**src/rtl/weight_buffer_pingpong.sv**
```systemverilog
// Double-buffered filter-weight store: a valid/ready loader fills the shadow bank
// while the compute side reads whole filters from the active bank.
module weight_buffer_pingpong #(
  parameter int Bit_width            = 8,
  parameter int Nr_depth             = 8,
  parameter int Depth_counter_bits   = 3,
  parameter int Nr_feature           = 6,
  parameter int Feature_counter_bits = 3
) (
  input  logic                            i_clk,
  input  logic                            i_rst_n,
  input  logic                            i_load_start,
  input  logic                            i_load_valid,
  output logic                            o_load_ready,
  input  logic [Bit_width-1:0]            i_load_data,
  output logic                            o_shadow_full,
  input  logic                            i_swap_req,
  output logic                            o_swap_ack,
  output logic                            o_active_bank,
  input  logic                            i_read_en,
  input  logic [Depth_counter_bits-1:0]   i_read_addr,
  output logic                            o_read_valid,
  output logic [Bit_width*Nr_feature-1:0] o_read_data
);

  typedef enum logic [1:0] {
    ST_IDLE,
    ST_LOAD,
    ST_FULL
  } state_t;

  localparam logic [Feature_counter_bits-1:0] LP_LAST_FEAT = Feature_counter_bits'(Nr_feature - 1);
  localparam logic [Depth_counter_bits-1:0]   LP_LAST_FILT = Depth_counter_bits'(Nr_depth - 1);

  state_t                            r_state;
  state_t                            w_state_nxt;
  logic [Feature_counter_bits-1:0]   r_feat;
  logic [Depth_counter_bits-1:0]     r_filt;
  logic                              r_active_bank;
  logic                              r_read_valid;
  logic [Bit_width*Nr_feature-1:0]   r_read_data;
  logic [Bit_width*Nr_feature-1:0]   w_read_row;
  logic                              w_load_fire;
  logic                              w_last_beat;
  logic                              w_swap;
  logic                              w_restart;
  logic                              w_addr_ok;

  logic [Bit_width-1:0] r_mem [0:1][0:Nr_depth-1][0:Nr_feature-1];

  // A beat coinciding with Load_start belongs to the abandoned load and is dropped.
  assign w_load_fire = (r_state == ST_LOAD) && i_load_valid && !i_load_start;
  assign w_last_beat = w_load_fire && (r_feat == LP_LAST_FEAT) && (r_filt == LP_LAST_FILT);
  assign w_swap      = (r_state == ST_FULL) && i_swap_req;
  assign w_restart   = i_load_start && !w_swap;

  always_ff @(posedge i_clk or negedge i_rst_n) begin
    if (!i_rst_n) begin
      r_state <= ST_IDLE;
    end else begin
      r_state <= w_state_nxt;
    end
  end

  always_comb begin
    w_state_nxt   = r_state;
    o_load_ready  = 1'b0;
    o_shadow_full = 1'b0;
    o_swap_ack    = 1'b0;
    case (r_state)
      ST_IDLE: begin
        if (i_load_start) begin
          w_state_nxt = ST_LOAD;
        end
      end
      ST_LOAD: begin
        o_load_ready = 1'b1;
        if (w_last_beat) begin
          w_state_nxt = ST_FULL;
        end
      end
      ST_FULL: begin
        o_shadow_full = 1'b1;
        if (w_swap) begin
          o_swap_ack  = 1'b1;
          w_state_nxt = ST_IDLE;
        end else if (i_load_start) begin
          w_state_nxt = ST_LOAD;
        end
      end
      default: begin
        w_state_nxt = ST_IDLE;
      end
    endcase
  end

  always_ff @(posedge i_clk or negedge i_rst_n) begin
    if (!i_rst_n) begin
      r_feat <= '0;
      r_filt <= '0;
    end else if (w_restart) begin
      r_feat <= '0;
      r_filt <= '0;
    end else if (w_load_fire) begin
      if (r_feat == LP_LAST_FEAT) begin
        r_feat <= '0;
        r_filt <= r_filt + 1'b1;
      end else begin
        r_feat <= r_feat + 1'b1;
      end
    end
  end

  always_ff @(posedge i_clk or negedge i_rst_n) begin
    if (!i_rst_n) begin
      r_active_bank <= 1'b0;
    end else if (w_swap) begin
      r_active_bank <= ~r_active_bank;
    end
  end

  // Storage is deliberately not reset; only the shadow bank is ever written.
  always_ff @(posedge i_clk) begin
    if (w_load_fire) begin
      r_mem[~r_active_bank][r_filt][r_feat] <= i_load_data;
    end
  end

  assign w_addr_ok = 32'(i_read_addr) < Nr_depth;

  always_comb begin
    w_read_row = '0;
    if (w_addr_ok) begin
      for (int f = 0; f < Nr_feature; f++) begin
        w_read_row[f*Bit_width +: Bit_width] = r_mem[r_active_bank][i_read_addr][f];
      end
    end
  end

  // Reads use the bank active at the sampling edge, so a swap-cycle read sees the old bank.
  always_ff @(posedge i_clk or negedge i_rst_n) begin
    if (!i_rst_n) begin
      r_read_valid <= 1'b0;
      r_read_data  <= '0;
    end else begin
      r_read_valid <= i_read_en;
      if (i_read_en) begin
        r_read_data <= w_read_row;
      end
    end
  end

  assign o_active_bank = r_active_bank;
  assign o_read_valid  = r_read_valid;
  assign o_read_data   = r_read_data;

endmodule

```
**config.mk**
```make
export PLATFORM = sky130hd
export DESIGN_NAME = weight_buffer_pingpong
export DESIGN_NICKNAME = d
export VERILOG_FILES = /design/src/rtl/weight_buffer_pingpong.sv
export SDC_FILE = /design/constraint.sdc
export NUM_CORES = 1
export LEC_CHECK = 0
export CAP_MARGIN = 5
export CELL_PAD_IN_SITES_DETAIL_PLACEMENT = 1
export CELL_PAD_IN_SITES_GLOBAL_PLACEMENT = 1
export CORE_UTILIZATION = 55
export DETAILED_ROUTE_END_ITERATION = 12
export PLACE_DENSITY_LB_ADDON = 0.1
export SLEW_MARGIN = 20
export SYNTH_ARGS = -nofsm -noshare
export SYNTH_HDL_FRONTEND = slang
export SYNTH_SLANG_ARGS = --single-unit
export TNS_END_PERCENT = 5
```
**constraint.sdc**
```tcl
create_clock -name i_clk -period 2.2 [get_ports i_clk]
set_clock_uncertainty 0.05 [all_clocks]
set_input_delay 0.44 -clock i_clk [delete_from_list [all_inputs] [get_ports i_clk]]
set_output_delay 0.44 -clock i_clk [all_outputs]
set_load 0.02 [all_outputs]
```
==> results_dict.tcl, run 1 <==
set metrics [dict create \
    status "finished with violations" \
    violations "DRC, setup timing" \
    cp_max_fo 8 \
    seqPwrFrac_pct 51.9 \
    grt_max_degree 97 \
    fp.dieArea_um2 59200 \
    grt_overflow 0 \
    dp_hpwl_um 48900 \
    cp.required_ns 2.48 \
    synth_seq_area_share_pct 76.5 \
    syn_to_final_growth_pct 19.6 \
    hp-start "i_load_data[3]" \
    final_core_util_pct 66.6 \
    antenna_cells 0 \
    grt_pass1_wl_um 118000 \
    p_switching_mw 7.04 \
    setup_viol 165 \
    port-buffer-count 69 \
    placed_area_um2 35000 \
    initial_core_util_pct 55.7 \
    reg2reg_from "r_state[1]" \
    synth_edf_count 768 \
    finalWorstSetupSlack_ns -0.0468 \
    core_um2 57600 \
    synth_flop_cell "edfxtp_1" \
    async_flop_share_pct 7.02 \
    antenna_found_initial 0 \
    netlist_top_cells_area "edfxtp_1 72%, mux4_2 12%, dfrtp_1 4.5%" \
    regToRegSetupSlack_ns -0.05 \
    cts-buffers-inserted 83 \
    slowest_stage "dfrtp_2" \
    syn_inst 1463 \
    syn-cell-area_um2 32100 \
    ant_nets 0 \
    synth_cell_types 42 \
    slew_viol_final 0 \
    fin_area_um2 38300 \
    insertion_delay_ns 0.62 \
    cpMostUsedCell "buf_6" \
    synth.most_common_cell "edfxtp_1" \
    avgSynthCellArea_um2 21.9 \
    p_comb_share_pct 5.8 \
    fin_nets 1758 \
    period_share_pct 102 \
    die_w_um 243 \
    clockBufferDepth 3 \
    wl_um 81000 \
    hold_viol 0 \
    path_cells "buf_6, nor4bb_4, buf_6, buf_12, nand4_1, buf_6, nor2_1, buf_6" \
    first_pass_iters 9 \
    yosys_register_bits 826 \
    synth_common_cells "768 x edfxtp_1, 177 x mux4_2, 149 x nor2_1" \
    end_kind "flop" \
    io_pins 70 \
    maxCapViolCount 0 \
    switching_share_pct 21.1 \
    post_drt_wl_per_cell_um 31.5 \
    cts_max_level 3 \
    n_fill_cell 4527 \
    row_count 88 \
    yosysWarnings 0 \
    max_freq_ghz 0.445 \
    yosys.area.top_type "edfxtp_1" \
    hold_depth 1 \
    critPathKind "reg -> reg" \
    worstPathArrival_ns 2.52 \
    reg2reg_to "r_mem[1][154]" \
    p_int_mw 26.4 \
    grt_setup_unrepaired "true" \
    instances_no_fill 2573 \
    setup.worst_path.start_class "flop" \
    place_congestion 0.784 \
    placed_cells 2412 \
    hp-class "in -> reg" \
    synth_top_cell_area_share_pct 71.9 \
    grt_use_total_pct 27.8 \
    layout-drive-gt1-share_pct 35.8 \
    cts.clk_slew.worst_paths_ns 0.07 \
    fin_crit_ns 2.25 \
    cts_tree "yes" \
    drt_first_iter_violations 1416 \
    relSlewSlack_pct 51.7 \
    grt_pass1_vias 17106 \
    fp.dieH_um 243 \
    clkPwrFrac_pct 42.3 \
    cpPeakStageDelay_ns 0.45 \
    cts-root-buf "clkbuf_16" \
    via_count 16144 \
    hold_path_end "r_mem[1][155]" \
    peakVddDrop_uv 722 \
    leakage_nw 12.6 \
    reg2reg_depth 8 \
    synthesis.nets 1482 \
    tightest_slew_ns 0.725 \
    routed_via_density 6.27 \
    clock-sinks 826 \
    powerDensity_nw_per_um2 871 \
    drcViolationCount 1 \
]
## worst max path at each step
stage            startpoint             to  slack [ns]  cells past startpoint
2_1_floorplan  i_load_valid   r_mem[0][24]        0.12                      5
3_3_place_gp   i_load_valid  r_mem[1][256]       -0.30                      6
5_1_grt          r_state[1]  r_mem[1][159]        -0.1                      8
3_5_place_dp   i_load_valid  r_mem[1][161]       -0.38                      6
6_report         r_state[1]  r_mem[1][154]       -0.05                      8
4_1_cts          r_state[0]     o_swap_ack       -0.05                      4
## final cells by class
type                    count  area, um^2  share of cell area (%)
multi-input cells         542        7120                    18.6
well taps                 765         957                    2.50
repair buffers            282        2970                    7.76
clock buffers             116        2430                    6.33
inverters                   4        15.0                  0.0392
flip-flops and latches    826       24500                    63.9
clock inverters            38         324                   0.845
## cell usage in the layout, fill, tap and decap left out, types with 10 or more instances in the layout
cell type / count
nor2_2: 35
edfxtp_1: 768
nor2_4: 19
a221oi_1: 10
mux4_1: 15
dfrtp_1: 56
clkbuf_8: 10
clkbuf_1: 17
clkdlybuf4s50_1: 50
nor2_1: 95
a221oi_2: 38
buf_4: 122
o22ai_1: 41
clkinv_2: 18
buf_6: 63
mux4_2: 177
mux2i_1: 48
clkbuf_16: 90
buf_12: 32
## state kept, by name (all words and copies together), names as in the netlist
signal	cells
r_mem	768
r_state	2
r_filt	3
o_active_bank	1
o_read_data	48
o_read_valid	1
r_feat	3
## through the flow
step / hold slack, ns / total power, mW / setup TNS [ns] / setup WS (ns)
3_3_place_gp: 0.461 / 19.5 / -170.51 / -0.297
4_1_cts: 0.00516 / 33.7 / -0.0503 / -0.0503
3_5_place_dp: 0.463 / 19.6 / -231.24 / -0.383
6_report: 0.0368 / 33.4 / -1.99 / -0.0468
2_1_floorplan: 0.0944 / 18.7 / 0 / 0.115
5_1_grt: 0.0273 / 34.3 / -15.24 / -0.0983
## repair_timing
action,4_1_cts,5_1_grt
gates cloned,0,1
pin swaps,1,14
hold buffers,1,0
setup buffers,1,4
endpoints found under the setup margin,5,604
endpoints found under the hold margin,37,0
resized for setup,22,146
## power groups by stage
stage               Combinational, mW  Clock (mW)  Sequential [mW]
finish                           1.92        14.1             17.4
floorplan                       0.904           0             17.8
CTS                              1.93        14.4             17.3
global route                     2.03        14.9             17.4
global placement                 1.86           0             17.7
detailed placement               1.92           0             17.7
## worst max-delay path, delay by kind of cell, from the launching register on
kind | cells | cell delay (ns)
AND/OR/NAND/NOR | 3 | 0.58
buffers and inverters | 5 | 0.86
flip-flops | 1 | 0.45
## logic make-up (layout without fill, tap and decap cells)
family	after synthesis	after routing	share of synthesized area, %
compound gates	111	111	3.42
fa+ha+maj	2	2	0.0781
flops	826	826	76.5
mux	240	240	15.2
simple gates	188	188	2.60
buf+inv	95	440	2.23
xor+xnor	1	1	0.0273
## layer usage
metal	wire length (um)	track usage (%)	vias up
li1	-	-	6696
met1	33000	39.0	8701
met2	40900	46.1	615
met3	5090	3.90	132
met4	1980	7.79	0
met5	0	0	-
No activity file was read; power rests on OpenSTA's default activity.
==> run 2: changes to the inputs <==
Settings changed: TNS_END_PERCENT 5 to not set.
==> run 2 against run 1 <==
- the flow finishes with violations (setup timing)
- clock power about the same
- clock-buffer cell count unchanged
- cell count barely moved
- critical path type unchanged
- critical endpoint is now r_mem[1][72]
- highest routed layer unchanged
==> results_dict.tcl, run 2 (same netlist as run 1, synthesis figures left out) <==
set metrics [dict create \
    status "finished with violations" \
    violations "setup timing" \
    grt_use_met2_pct 46.0 \
    relSlewSlack_pct 51.7 \
    max_freq_ghz 0.435 \
    slowest_stage "dfrtp_2" \
    hp-class "in -> reg" \
    fin_crit_ns 2.30 \
    timing.hold.ws_ns 0.0388 \
    cts_tree "yes" \
    row_count 88 \
    syn_to_final_growth_pct 20.2 \
    final_common_cell "edfxtp_1" \
    clockBufferDepth 3 \
    grt_busiest_layer "met2" \
    port-buffer-count 69 \
    tightest_slew_ns 0.725 \
    setup.worst_path.start_class "flop" \
    antenna_found_initial 1 \
    grt_max_degree 97 \
    wl_um 81200 \
    ant_nets 0 \
    drcViolationCount 0 \
    first_pass_iters 5 \
    hold_viol 0 \
    layout-drive-gt1-share_pct 36.2 \
    n_fill_cell 4505 \
    slew_viol_final 0 \
    die_w_um 243 \
    period_share_pct 104 \
    via_count 16180 \
    largest_reg_flops 768 \
    setup_viol 342 \
    core_um2 57600 \
    antenna_cells 0 \
    fp.dieH_um 243 \
    io_pins 70 \
    grt_overflow 0 \
    critical_path.top_delay_family "simple AND/OR/NAND/NOR gates" \
    finalWorstSetupSlack_ns -0.0980 \
    path_cells "buf_6, nor4bb_4, buf_6, clkbuf_16, nand4_4, nor2_2, buf_4" \
    fp.dieArea_um2 59200 \
    cp_num_buf_inv 4 \
    grt_util_met1_pct 39.4 \
    layout_common_cells "768 x edfxtp_1, 177 x mux4_2, 109 x buf_4, 90 x clkbuf_16, 87 x nor2_1" \
    critPathKind "reg -> reg" \
    cpMostUsedCell "buf_6" \
    dp_hpwl_um 48900 \
    cts-root-buf "clkbuf_16" \
    clock-sinks 826 \
    grt_setup_unrepaired "true" \
    cts.clk_slew.worst_paths_ns 0.07 \
    grt_pass1_wl_um 118000 \
    post_drt_wl_per_cell_um 31.6 \
    cp.required_ns 2.46 \
    cpPeakStageDelay_ns 0.46 \
    maxCapViolCount 0 \
    peakVddDrop_uv 711 \
    cp_max_fo 8 \
    drt_first_iter_violations 1389 \
    powerDensity_nw_per_um2 868 \
    placed_area_um2 35000 \
    leakage_nw 12.6 \
    routed_via_density 6.29 \
    fin_nets 1757 \
    end_kind "flop" \
    cts_max_level 3 \
    fin_area_um2 38500 \
    grt_use_total_pct 27.8 \
    grt_pass1_vias 17098 \
    cts-buffers-inserted 83 \
    place_congestion 0.784 \
    pre_cts_slack_ns -0.383 \
    initial_core_util_pct 55.7 \
    largest_register "r_mem" \
    worstPathArrival_ns 2.56 \
    grt_util_met3_pct 3.71 \
    insertion_delay_ns 0.62 \
]
## run 2: final timing paths
kind / start / to / slack (ns) / cells past startpoint
min in group asynchronous: i_rst_n / o_read_data[14] / 0.33 / 2
max in group asynchronous: i_rst_n / o_read_data[25] / 1.15 / 3
worst max register to register: r_state[1] / r_mem[1][72] / -0.1 / 7
worst max-delay path: r_state[1] / r_mem[1][72] / -0.1 / 7
worst min register to register: o_read_data[4] / o_read_data[4] / 0.53 / 2
worst min-delay path: i_load_data[3] / r_mem[1][155] / 0.04 / 1
## run 2: where the power goes
group | internal (mW) | total [mW] | switching (mW)
Combinational | 0.802 | 1.93 | 1.13
Sequential | 17.3 | 17.3 | 0.0807
Clock | 8.30 | 14.2 | 5.85
## run 2: timing repair
item / 4_1_cts / 5_1_grt
cloned: 0 / 1
hold endpoints to repair: 37 / 0
hold buffers: 1 / 0
buffers inserted: 1 / 3
endpoints found under the setup margin: 5 / 646
gates resized for setup: 24 / 191
pin swaps: 1 / 22
## run 2: cell type report
class / instances / area [um^2] / share of cell area [%]
timing repair buffer: 281 / 3020 / 7.85
multi-input combinational: 542 / 7260 / 18.9
tap: 765 / 957 / 2.48
sequential: 826 / 24500 / 63.6
clock inverter: 38 / 324 / 0.841
clock buffer: 116 / 2430 / 6.30
inverter: 4 / 15.0 / 0.0390
## run 2: metal layers
layer | share of wire [%] | vias up
met1 | 41 | 8764
met3 | 5.9 | 118
met5 | 0 | -
li1 | - | 6696
met4 | 2.1 | 0
met2 | 51 | 602
## run 2: per-stage QoR
step                utilization (%)  power [mW]  std cells  setup TNS, ns
floorplan                         -        18.7       1463              0
global placement               60.7        19.5       2412        -170.51
detailed placement             60.7        19.6       2412        -231.24
CTS                            65.6        33.7       2568        -0.0202
global route                   66.9        34.3       2572         -35.17
finish                         66.9        33.4       2572         -10.68
==> run 3: changes to the inputs <==
Settings changed: SLEW_MARGIN 20 to not set.
==> results of run 3 <==
The final DEF is identical to that of run 2; final timing and power are the same.
